### config.mk
export PLATFORM = sky130hd
export DESIGN_NAME = sequential_mac
export DESIGN_NICKNAME = d
export VERILOG_FILES = /design/src/rtl/sequential_mac.sv
export SDC_FILE = /design/constraint.sdc
export NUM_CORES = 1
export LEC_CHECK = 0
export CORE_MARGIN = 8
export CORE_UTILIZATION = 53
export DETAILED_ROUTE_END_ITERATION = 8
export GPL_ROUTABILITY_DRIVEN = 0
export PLACE_DENSITY = 0.85
export SLEW_MARGIN = 30
export SYNTH_ARGS = -nofsm -noshare
export SYNTH_HDL_FRONTEND = slang
export SYNTH_SLANG_ARGS = --single-unit
### constraint.sdc
create_clock -name i_w_clk -period 3.3 [get_ports i_w_clk]
set_input_delay 0.66 -clock i_w_clk [delete_from_list [all_inputs] [get_ports i_w_clk]]
set_output_delay 0.66 -clock i_w_clk [all_outputs]
set_load 0.01 [all_outputs]
### src/rtl/sequential_mac.sv
// Shift-add sequential multiplier with optional accumulate into a guarded accumulator.
// One partial product per cycle; start/busy/done handshake; unsigned or two's complement.
module sequential_mac #(
    parameter int p_data_width = 8,
    parameter int p_guard_bits = 8
) (
    input  logic                                     i_w_clk,
    input  logic                                     i_w_reset,
    input  logic [p_data_width-1:0]                  i_w_a,
    input  logic [p_data_width-1:0]                  i_w_b,
    input  logic                                     i_w_start,
    input  logic                                     i_w_signed,
    input  logic                                     i_w_accumulate,
    input  logic                                     i_w_clear,
    output logic                                     o_w_busy,
    output logic                                     o_w_done,
    output logic [2*p_data_width+p_guard_bits-1:0]   o_w_out
);

    localparam int W  = p_data_width;
    localparam int AW = 2 * p_data_width + p_guard_bits;
    localparam int CW = $clog2(W);
    localparam logic [CW-1:0] LAST_CNT = CW'(W - 1);

    typedef enum logic [1:0] {S_IDLE, S_RUN, S_DONE} state_t;

    state_t          state_q, state_d;
    logic [W-1:0]    a_mag_q, a_mag_d;
    logic [W-1:0]    b_shift_q, b_shift_d;
    logic [2*W-1:0]  partial_q, partial_d;
    logic [CW-1:0]   cnt_q, cnt_d;
    logic            neg_q, neg_d;
    logic            signed_q, signed_d;
    logic            accum_q, accum_d;
    logic [AW-1:0]   acc_q, acc_d;
    logic            done_q, done_d;

    logic [W-1:0]    a_abs, b_abs;
    logic [2*W-1:0]  addend;
    logic [2*W-1:0]  prod_2w;
    logic [AW-1:0]   prod_ext;

    // NOTE: every combinational output gets a default first, so no path leaves a latch behind.
    always_comb begin
        state_d   = state_q;
        a_mag_d   = a_mag_q;
        b_shift_d = b_shift_q;
        partial_d = partial_q;
        cnt_d     = cnt_q;
        neg_d     = neg_q;
        signed_d  = signed_q;
        accum_d   = accum_q;
        acc_d     = acc_q;
        done_d    = 1'b0;

        // Magnitude of the most-negative value still fits in W unsigned bits.
        a_abs    = (i_w_signed && i_w_a[W-1]) ? -i_w_a : i_w_a;
        b_abs    = (i_w_signed && i_w_b[W-1]) ? -i_w_b : i_w_b;
        addend   = (2 * W)'(a_mag_q) << cnt_q;
        prod_2w  = neg_q ? -partial_q : partial_q;
        prod_ext = signed_q ? AW'($signed(prod_2w)) : AW'(prod_2w);

        unique case (state_q)
            S_IDLE: begin
                if (i_w_start) begin
                    signed_d  = i_w_signed;
                    accum_d   = i_w_accumulate;
                    a_mag_d   = a_abs;
                    b_shift_d = b_abs;
                    neg_d     = i_w_signed & (i_w_a[W-1] ^ i_w_b[W-1]);
                    partial_d = '0;
                    cnt_d     = '0;
                    state_d   = S_RUN;
                end else if (i_w_clear) begin
                    acc_d = '0;
                end
            end
            S_RUN: begin
                if (b_shift_q[0]) begin
                    partial_d = partial_q + addend;
                end
                b_shift_d = b_shift_q >> 1;
                cnt_d     = cnt_q + 1'b1;
                if (cnt_q == LAST_CNT) begin
                    state_d = S_DONE;
                end
            end
            S_DONE: begin
                acc_d   = accum_q ? acc_q + prod_ext : prod_ext;
                done_d  = 1'b1;
                state_d = S_IDLE;
            end
            default: state_d = S_IDLE;
        endcase
    end

    // NOTE: state uses non-blocking assignments only; reset is synchronous and clears every register.
    always_ff @(posedge i_w_clk) begin
        if (i_w_reset) begin
            state_q   <= S_IDLE;
            a_mag_q   <= '0;
            b_shift_q <= '0;
            partial_q <= '0;
            cnt_q     <= '0;
            neg_q     <= 1'b0;
            signed_q  <= 1'b0;
            accum_q   <= 1'b0;
            acc_q     <= '0;
            done_q    <= 1'b0;
        end else begin
            state_q   <= state_d;
            a_mag_q   <= a_mag_d;
            b_shift_q <= b_shift_d;
            partial_q <= partial_d;
            cnt_q     <= cnt_d;
            neg_q     <= neg_d;
            signed_q  <= signed_d;
            accum_q   <= accum_d;
            acc_q     <= acc_d;
            done_q    <= done_d;
        end
    end

    assign o_w_busy = (state_q != S_IDLE);
    assign o_w_done = done_q;
    assign o_w_out  = acc_q;

endmodule

# Yosys cells after proc, flatten, opt, wreduce, memory -nomap -nowiden
# Index checks and enable logic that the tools add are counted.
# word_totals
word_cells	57
regBits	65
out_inout_bits	26
input_bits	22
# classes
eq_ne	8
mux	19
shifts	1
add_sub_neg	6
n_reduce_logical	11
bitwise_logic	2
# ops
cell	n
two-way mux 24 bit	4
two-way mux 16 bit	3
case mux 24 bit (2 select lines)	1
case mux 16 bit (2 select lines)	1
adder 24 bit	1
two-way mux 8 bit	3
adder 16 bit	1
negation 16 bit	1
negation 8 bit	2
case mux 8 bit (2 select lines)	1
left shift 8 x 3 -> 16 bit	1
!= test 2 bit, second input constant	5
case mux 3 bit (2 select lines)	1
AND reduction 2 bit	3
AND reduction 3 bit	2
nonzero test 2 bit	3
two-way mux 2 bit	2
case mux 2 bit (2 select lines)	1
adder 3 x 1 -> 3 bit, second input constant	1
equality test 3 bit, second input constant	1
two-way mux 3 bit	1
equality test 2 x 1 -> 1 bit, second input constant	1
equality test 2 bit, second input constant	1
logical AND 1 bit	2
4 further kinds	4

# Logic depth before layout (Yosys ltp)
# Gate-level depths: netlist (run 1).
# depth
depth_word	6
depth_mapped	15
mapped_depth_nobuf	14

# Least setup slack after synthesis (run 1)
# No wires, ideal clock.
# synth_timing
path_type	register to register
start	reg partial_q[2]
end	reg acc_q[21] (netlist: o_w_out[21])
t_arrival_ps	3529
slack_ps	-325
stages_incl_launch_ff	14
synth_period_minus_slack_ps	3625
n_path_buf	1
setup_ps	95
required_time_ps	3205
path_cell_list	dfxtp_1 > or4_4 > o41ai_2 > xor2_1 > inv_2 > ha_1 > clkbuf_1 > nand3_1 > or2_2 > o211ai_1 > nor4b_1 > a211oi_1 > xnor2_1 > a221oi_1
# synth_between
elab_chain_len	6
# synth_lines
element	line_no	text
from (decl)	30	logic [2*W-1:0] partial_q, partial_d;
from (signal assigned)	114	partial_q <= partial_d;
negation 16 bit	60	prod_2w = neg_q ? -partial_q : partial_q;
two-way mux 16 bit (*)	60	
two-way mux 24 bit (*)	61	prod_ext = signed_q ? AW'($signed(prod_2w)) : AW'(prod_2w);
adder 24 bit	89	acc_d = accum_q ? acc_q + prod_ext : prod_ext;
two-way mux 24 bit (*)	89	
case mux 24 bit (2 select lines) (*)	63	unique case (state_q)
to (signal assigned)	108	acc_q <= '0;
to (signal assigned)	119	acc_q <= acc_d;
to (decl)	35	logic [AW-1:0] acc_q, acc_d;
# Mark *: on every way between the ends. The rest lies on a longest branch, timed or not.
# A chain may end at the register's enable or synchronous reset.

# Final worst setup path (run 1)
# Same ends and word-level chain as after synthesis.

==> results of run 1 <==
## logic make-up (layout without fill, tap and decap cells)
logic type      after synthesis  after routing  synth area share
buf+inv                      64            147            0.0465
fa+ha+maj                    39             39            0.0973
mux                          19             19            0.0383
xor+xnor                     48             48            0.0814
flops                        65             65             0.252
simple gates                238            238             0.214
compound gates              213            213             0.271
## repair_timing
action | in CTS | in global routing
setup buffers | 3 | 2
pin swaps | 7 | 9
endpoints found under the setup margin | 8 | 13
hold endpoints to repair | 0 | 0
gates resized for setup | 19 | 34
## worst register-to-register path, stage by stage, from the launching register on
cell and delay [ns]:
dfxtp_1 0.32, or4_4 0.57, nor2_4 0.15, nand2_1 0.12
o21ai_2 0.21, xnor2_2 0.16, ha_1 0.30, a21oi_1 0.16
nor2_1 0.08, a31oi_2 0.25, o211ai_1 0.14, buf_4 0.17
nor4b_4 0.26, a211oi_2 0.09, xnor2_1 0.14, a221oi_1 0.27
## area by class of cell
| cell class | instances | area [µm²] |
|---|---|---|
| multi-input combinational | 557 | 3890 |
| fill | 764 | 3080 |
| sequential | 65 | 1300 |
| timing repair buffer | 101 | 876 |
| tap | 133 | 166 |
| clock buffer | 10 | 138 |
| inverter | 30 | 113 |
| clock inverter | 6 | 72.6 |
## path summary, 6_finish.rpt
check	slack [ns]	end
worst max-delay path	-0.20	o_w_out[21]
worst min-delay path	0.46	b_shift_q[2]
worst max register to register	-0.20	o_w_out[21]
worst min register to register	0.46	b_shift_q[2]
## state kept, by name, summed over array words and instances, names as in the netlist
signal / cells
o_w_out: 24
partial_q: 16
a_mag_q: 8
b_shift_q: 8
cnt_q: 3
state_q: 2
accum_q: 1
neg_q: 1
o_w_done: 1
signed_q: 1
## placed cells by master, fill, tap and decap left out, drive strengths merged, types with 5 or more instances in the layout
master	synthesis	layout
a211oi	13	13
a21o	11	11
a21oi	67	67
a22o	10	10
a22oi	14	14
a31oi	9	9
and2	5	5
and3	6	6
buf	5	54
clkbuf	29	10
clkdlybuf4s50	0	47
dfxtp	65	65
ha	37	37
inv	30	33
mux2	6	6
mux2i	13	13
nand2	70	70
nand2b	9	9
nand3	24	24
nor2	71	71
nor2b	6	6
nor3	22	22
o211ai	6	6
o21ai	30	30
o21bai	6	6
o22ai	6	6
o31ai	8	8
or3	8	8
xnor2	30	30
xor2	18	18
## power by group through the flow
stage | clock, mW | sequential, mW | combinational [mW]
2_1_floorplan | 0 | 0.835 | 0.179
4_1_cts | 0.745 | 0.826 | 0.268
3_3_place_gp | 0 | 0.842 | 0.251
5_1_grt | 0.779 | 0.830 | 0.307
3_5_place_dp | 0 | 0.844 | 0.263
6_report | 0.745 | 0.827 | 0.278
## per-layer routing
| metal | vias to the layer above | GRT usage | share of wire |
|---|---|---|---|
| met5 | - | 0 | 0 |
| met1 | 2641 | 0.279 | 0.39 |
| met3 | 83 | 0.0452 | 0.076 |
| li1 | 2654 | - | - |
| met2 | 329 | 0.430 | 0.49 |
| met4 | 0 | 0.0911 | 0.043 |
## stage by stage
step / setup slack (ns) / cells / cell area, µm² / utilization / hold slack (ns)
floorplan: -0.164 / 686 / 5220 / - / 0.432
CTS: -0.129 / 900 / 6390 / 0.663 / 0.466
global placement: -0.0863 / 881 / 6080 / 0.631 / 0.438
global route: -0.295 / 902 / 6560 / 0.681 / 0.498
finish: -0.195 / 902 / 6560 / 0.681 / 0.460
detailed placement: -0.315 / 881 / 6080 / 0.631 / 0.455
==> flow_summary.toml, run 1 <==
[logic_synthesis]
ys_seq_elements = 65
syn_area_um2 = 5170
async_flop_share = 0
syn_nets = 747
yosysMostFrequentCell = "nor2_1"
ys.flop_type = "dfxtp_1"
yosysTopAreaCell = "dfxtp_1"
synth_edf_count = 0
synth_top_area_frac = 0.252
yosysWarningCount = 0
synth-seq-area-share = 0.252
netlist_instances = 686
synthTopCellsByCount = "nor2_1, nand2_1, a21oi_1"
synth.distinct_cells = 58
synth_area_per_cell_um2 = 7.53
synthTopCellsByArea = "dfxtp_1, ha_1, a21oi_1, nor2_1, xnor2_1"

[run]
cap_viol_max_count = 0

[setup_path]
required_ns = 3.57
worstSetupPathType = "reg2reg"
slowest_stage = "or4_4"
crit_fanout = 4
cp.depth = 15
worstRegToRegCells = 15
crit_chain = "or4_4, nor2_4, nand2_1, o21ai_2, xnor2_2, ha_1, a21oi_1, nor2_1, a31oi_2, o211ai_1, buf_4, nor4b_4, a211oi_2, xnor2_1, a221oi_1"
startpoint_type = "flop"
cp.arrival_ns = 3.76
crit_start = "partial_q[2]"
crit_family = "simple AND/OR/NAND/NOR gates"
slowest_delay_ns = 0.57
timing.rr.start = "partial_q[2]"
worst_setup_path_end_kind = "flop"
path_buf_inv = 1

[power_and_ir_drop]
leakagePower_nw = 2.78
p_clk_frac = 0.403
switching_share = 0.298
finalPower_mw = 1.85
power_frac_comb = 0.150
internal-power_mw = 1.30
power.density_nw_per_um2 = 282
p_sw_uw = 552
irDropWorstVdd_mv = 0.193
p_seq_frac = 0.447

[cts]
clockBufferDepth = 2
clk_latency_ns = 0.36
hold_buffers = 0
clk_pin_slew_ns = 0.08
cts-root-buf = "clkbuf_8"
cts.sinks = 65
htreeDepth = 3
cts_tree = "built"
numCtsBuffers = 9

[timing]
min_period_ns = 3.50
rsz0062_at_grt = "true"
slew_violations = 0
worst_pin_slew_ns = 0.720
finalSetupViolCount = 8
setup_tns_ns = -0.729
finalCritPeriodShare = 1.06
timing.final.ws_setup_ns = -0.195
slew_headroom = 0.519
fin_skew_ns = 0.00580
final_hold_viol_count = 0
max_freq_mhz = 286

[min_path]
worstHoldPathType = "reg2reg"
holdPathStages = 2
hp-start = "b_shift_q[3]"

[route]
wl_per_cell_um = 18.3
vias = 5707
remaining_drc_errors = 0
drt_iter0_markers = 683
firstDrtPassIters = 7
postRouteAntennaNets = 0
vias_per_cell = 6.33
drt-total-wl_um = 16500

[die]
initial_core_util = 0.536
core.rowCount = 36
die_area_um2 = 13200
core_region_area_um2 = 9640
die_h_um = 115
pin_count = 48
dieWidth_um = 115

[final_layout]
nNetsFinal = 825
area_growth_pct = 27.0
diodes = 0
drive_gt1_frac = 0.164

[place]
io_buffers = 47
hpwl_um = 11400

[global_routing]
grt_pass1_wl_um = 26100
grt_pass1_vias = 5517
grtUsageTotal = 0.241
antenna_found_initial = 0
overflow = 0
grt_max_degree = 49

[status]
outcome = "finished with violations"
failed_checks = "setup timing"
No activity file was read; power rests on OpenSTA's default activity.
==> inputs of run 2 (changes only) <==
Settings changed: CORE_ASPECT_RATIO set to 1.1, TNS_END_PERCENT set to 1.
==> flow_summary.toml, run 2 (synthesis results as in run 1) <==
[cts]
cts.sinks = 65
numCtsBuffers = 9
clk_latency_ns = 0.35
clockBufferDepth = 2
cts-root-buf = "clkbuf_8"
htreeDepth = 3
clk_pin_slew_ns = 0.08
cts_tree = "built"

[power_and_ir_drop]
irDropWorstVdd_mv = 0.200
finalPower_mw = 1.95
power.density_nw_per_um2 = 300
leakagePower_nw = 2.80

[final_layout]
largest_register_ffs = 24
drive_gt1_frac = 0.150
layout_commonest_cell = "nand2_1"
fillers = 746
diodes = 0
layout_common_cells = "nand2_1, nor2_1, a21oi_1, dfxtp_1, buf_4"
area_growth_pct = 26.1
nNetsFinal = 828

[route]
drt-total-wl_um = 15700
vias = 5621
wl_per_cell_um = 17.6
drt_iter0_markers = 475
vias_per_cell = 6.30
firstDrtPassIters = 5
remaining_drc_errors = 0
postRouteAntennaNets = 0

[global_routing]
grt_pass1_wl_um = 25200
grt_max_degree = 48
antenna_found_initial = 0
grt_busiest_layer = "met2"
overflow = 0
grt_use_met1 = 0.253
grt_pass1_vias = 5624
grtUsageTotal = 0.232
met3_usage = 0.0354
use_met2 = 0.416

[die]
core_region_area_um2 = 9700
pin_count = 48
core.rowCount = 38
die_h_um = 120
dieWidth_um = 110
die_area_um2 = 13200
initial_core_util = 0.533

[timing]
slew_headroom = 0.524
max_freq_mhz = 284
hold-worst-slack_ns = 0.475
fin_skew_ns = 0.0144
final_hold_viol_count = 0
slew_violations = 0
finalCritPeriodShare = 1.07
min_period_ns = 3.52
worst_pin_slew_ns = 0.711
timing.final.ws_setup_ns = -0.219
rsz0062_at_grt = "true"
finalSetupViolCount = 9

[setup_path]
slowest_stage = "or4_4"
worstSetupPathType = "reg2reg"
required_ns = 3.54
worst_setup_path_end_kind = "flop"
slowest_delay_ns = 0.55
crit_fanout = 4
crit_chain = "or4_4, nor2_4, nand2_1, o21ai_0, xnor2_1, ha_1, a21o_1, a21o_1, a21oi_1, a21oi_1, nor4b_2, nor3_1, mux2i_1, a211o_1"
path_buf_inv = 0
timing.rr.start = "partial_q[4]"
cp.arrival_ns = 3.76
startpoint_type = "flop"
crit_start = "partial_q[4]"
crit_family = "compound AO/OA/AOI/OAI gates"

[min_path]
worstHoldPathType = "reg2reg"
hp-start = "b_shift_q[3]"

[run]
cap_viol_max_count = 0

[status]
failed_checks = "setup timing"
outcome = "finished with violations"

[place]
hpwl_um = 11400
io_buffers = 47
-- run 2: layout make-up --
| type | count | area, µm² | share of cell area |
|---|---|---|---|
| multi-input combinational | 557 | 3810 | 0.584 |
| sequential | 65 | 1310 | 0.200 |
| timing repair buffer | 104 | 898 | 0.138 |
| clock buffer | 11 | 141 | 0.0217 |
| inverter | 30 | 113 | 0.0173 |
| tap | 120 | 150 | 0.0230 |
| clock inverter | 5 | 103 | 0.0157 |
-- run 2: report_power, final --
group / total, mW / internal, mW / switching, mW
registers: 0.826 / 0.805 / 0.0216
clock network: 0.853 / 0.522 / 0.331
logic: 0.275 / 0.115 / 0.160
total: 1.95 / 1.44 / 0.512
-- run 2: through the flow --
step           setup WS (ns)  cell area (µm²)  utilization  setup TNS, ns  instances
6_report              -0.219             6520        0.672          -1.38        892
5_1_grt               -0.360             6520        0.672          -2.81        892
4_1_cts              -0.0609             6410        0.661         -0.246        891
3_5_place_dp          -0.205             6090        0.628          -1.10        874
3_3_place_gp          -0.102             6090        0.628         -0.239        874
2_1_floorplan         -0.164             5190            -         -0.505        686
-- run 2: final timing paths --
path,end,slack [ns],cells past startpoint
max,o_w_out[22],-0.22,14
min,b_shift_q[2],0.47,2
max reg2reg,o_w_out[22],-0.22,14
min reg2reg,b_shift_q[2],0.47,2
-- run 2: timing repair --
item,in CTS,in global routing
pin swaps,6,10
resized for setup,16,24
setup buffers,1,1
setup endpoints to repair,9,14
hold buffers,0,0
-- run 2: worst register-to-register path, delay by kind of cell, from the launching register on --
kind / cells / cell delay [ns]
xor+xnor: 1 / 0.17
mux: 1 / 0.12
compound gates: 6 / 1.39
simple gates: 5 / 1.14
fa+ha+maj: 1 / 0.29
flops: 1 / 0.31
-- run 2: routing by layer --
layer  vias to the layer above  part of all wire
met1                      2627              0.37
li1                       2655                 -
met5                         -                 0
met3                        67             0.072
met2                       272              0.51
met4                         0             0.043
==> inputs of run 3 (changes only) <==
--- a/config.mk
+++ b/config.mk
@@ -9,7 +9,8 @@
 export CORE_MARGIN = 8
-export CORE_UTILIZATION = 53
+export CORE_UTILIZATION = 54
+export CTS_BUF_LIST = sky130_fd_sc_hd__clkbuf_4 sky130_fd_sc_hd__clkbuf_8
 export DETAILED_ROUTE_END_ITERATION = 8
 export GPL_ROUTABILITY_DRIVEN = 0
-export PLACE_DENSITY = 0.85
-export SLEW_MARGIN = 30
+export PLACE_DENSITY = 0.87
+export SLEW_MARGIN = 20
 export SYNTH_ARGS = -nofsm -noshare
--- a/constraint.sdc
+++ b/constraint.sdc
@@ -3,2 +3,2 @@
 set_output_delay 0.66 -clock i_w_clk [all_outputs]
-set_load 0.01 [all_outputs]
+set_load 0.005 [all_outputs]
==> flow_summary.toml, run 3 (synthesis results as in run 1) <==
[status]
outcome = "finished with violations"
failed_checks = "setup timing"

[cts]
clk_latency_ns = 0.36
cts_tree = "built"
clockBufferDepth = 2
cts.sinks = 65
cts-root-buf = "clkbuf_8"
numCtsBuffers = 9
hold_buffers = 0
htreeDepth = 3
clk_pin_slew_ns = 0.09

[setup_path]
worst_setup_path_end_kind = "flop"
worstRegToRegCells = 14
startpoint_type = "flop"
worstSetupPathType = "reg2reg"
crit_fanout = 4
cp.arrival_ns = 3.75
required_ns = 3.57

[global_routing]
grtUsageTotal = 0.242
grt_pass1_wl_um = 25900
grt_pass1_vias = 5703
overflow = 0
grt_max_degree = 41
antenna_found_initial = 0

[die]
pin_count = 48
die_area_um2 = 13000
dieWidth_um = 109
core_region_area_um2 = 9350
die_h_um = 119
initial_core_util = 0.553
core.rowCount = 37

[power_and_ir_drop]
irDropWorstVdd_mv = 0.177
leakagePower_nw = 2.86
power.density_nw_per_um2 = 295
finalPower_mw = 1.95

[route]
vias_per_cell = 6.49
firstDrtPassIters = 6
wl_per_cell_um = 18.5
drt_iter0_markers = 607
postRouteAntennaNets = 0
vias = 5805
remaining_drc_errors = 0
drt-total-wl_um = 16500

[final_layout]
area_growth_pct = 27.9
nNetsFinal = 835
fillers = 691
postLayoutCoreUtil = 0.707
layout_common_cells = "nand2_1, nor2_1, buf_4"
drive_gt1_frac = 0.168
layout_commonest_cell = "nand2_1"
final_area_um2 = 6610
largest_register_ffs = 24
finalNonFillerCells = 895
diodes = 0

[timing]
finalCritPeriodShare = 1.05
finalSetupViolCount = 8
worst_pin_slew_ns = 0.723
setup_tns_ns = -0.801
max_freq_mhz = 287
final_hold_viol_count = 0
hold-worst-slack_ns = 0.468
slew_headroom = 0.516
fin_skew_ns = 0.0194
slew_violations = 0
min_period_ns = 3.48
timing.final.ws_setup_ns = -0.179
rsz0062_at_grt = "true"

[place]
hpwl_um = 11500
place_inst = 874
io_buffers = 47
dpl-instance-area_um2 = 6110
dp_slack_ns = -0.223

[run]
cap_viol_max_count = 0

[min_path]
holdPathStages = 2
worstHoldPathType = "reg2reg"
-- run 3: cell count changes in the layout (fill, tap and decap cells not counted), sizes merged --
cell and change:
buf +7, clkbuf -2, clkinv +1, clkinvlp -1, inv +1
-- run 3: area by class of cell --
type	instances	area [µm²]	share of cell area
Inverter	30	113	0.0170
Multi-Input combinational cell	557	3860	0.583
Timing Repair Buffer	111	951	0.144
Tap cell	117	146	0.0221
Clock buffer	9	124	0.0187
Sequential cell	65	1300	0.197
Clock inverter	6	116	0.0176
-- run 3: routing by layer --
metal  global-route usage  wire length [µm]  vias to the layer above
met5                    0                 0                        -
met3               0.0484              1300                       70
met4                0.119               691                        0
li1                     -                 -                     2674
met1                0.264              6140                     2733
met2                0.429              8390                      328
-- run 3: worst paths after layout --
kind	slack (ns)	to	from
worst min-delay path	0.47	b_shift_q[2]	b_shift_q[3]
worst max-delay path	-0.18	o_w_out[21]	partial_q[2]
worst max register to register	-0.18	o_w_out[21]	partial_q[2]
worst min register to register	0.47	b_shift_q[2]	b_shift_q[3]
-- run 3: report_power, final --
group | switching (mW) | leakage, nW | internal, mW
Sequential | 0.0209 | 0.528 | 0.804
Combinational | 0.163 | 2.21 | 0.114
Clock | 0.343 | 0.120 | 0.503
-- run 3: timing repair --
action | 4_1_cts | 5_1_grt
pin swaps | 7 | 14
resized for setup | 20 | 27
setup buffers | 2 | 4
endpoints found under the setup margin | 8 | 13
-- run 3: worst max-delay path, stage by stage (launching register included) --
cell and delay (ns):
dfxtp_2 0.32, or4_4 0.55, nor2_4 0.11, nand3_2 0.11
o21ai_1 0.25, xnor2_2 0.12, ha_1 0.37, a21o_1 0.21
nand2_1 0.10, o31a_1 0.17, o211ai_1 0.16, nor4b_2 0.39
a211oi_2 0.10, xnor2_1 0.15, a221oi_1 0.29
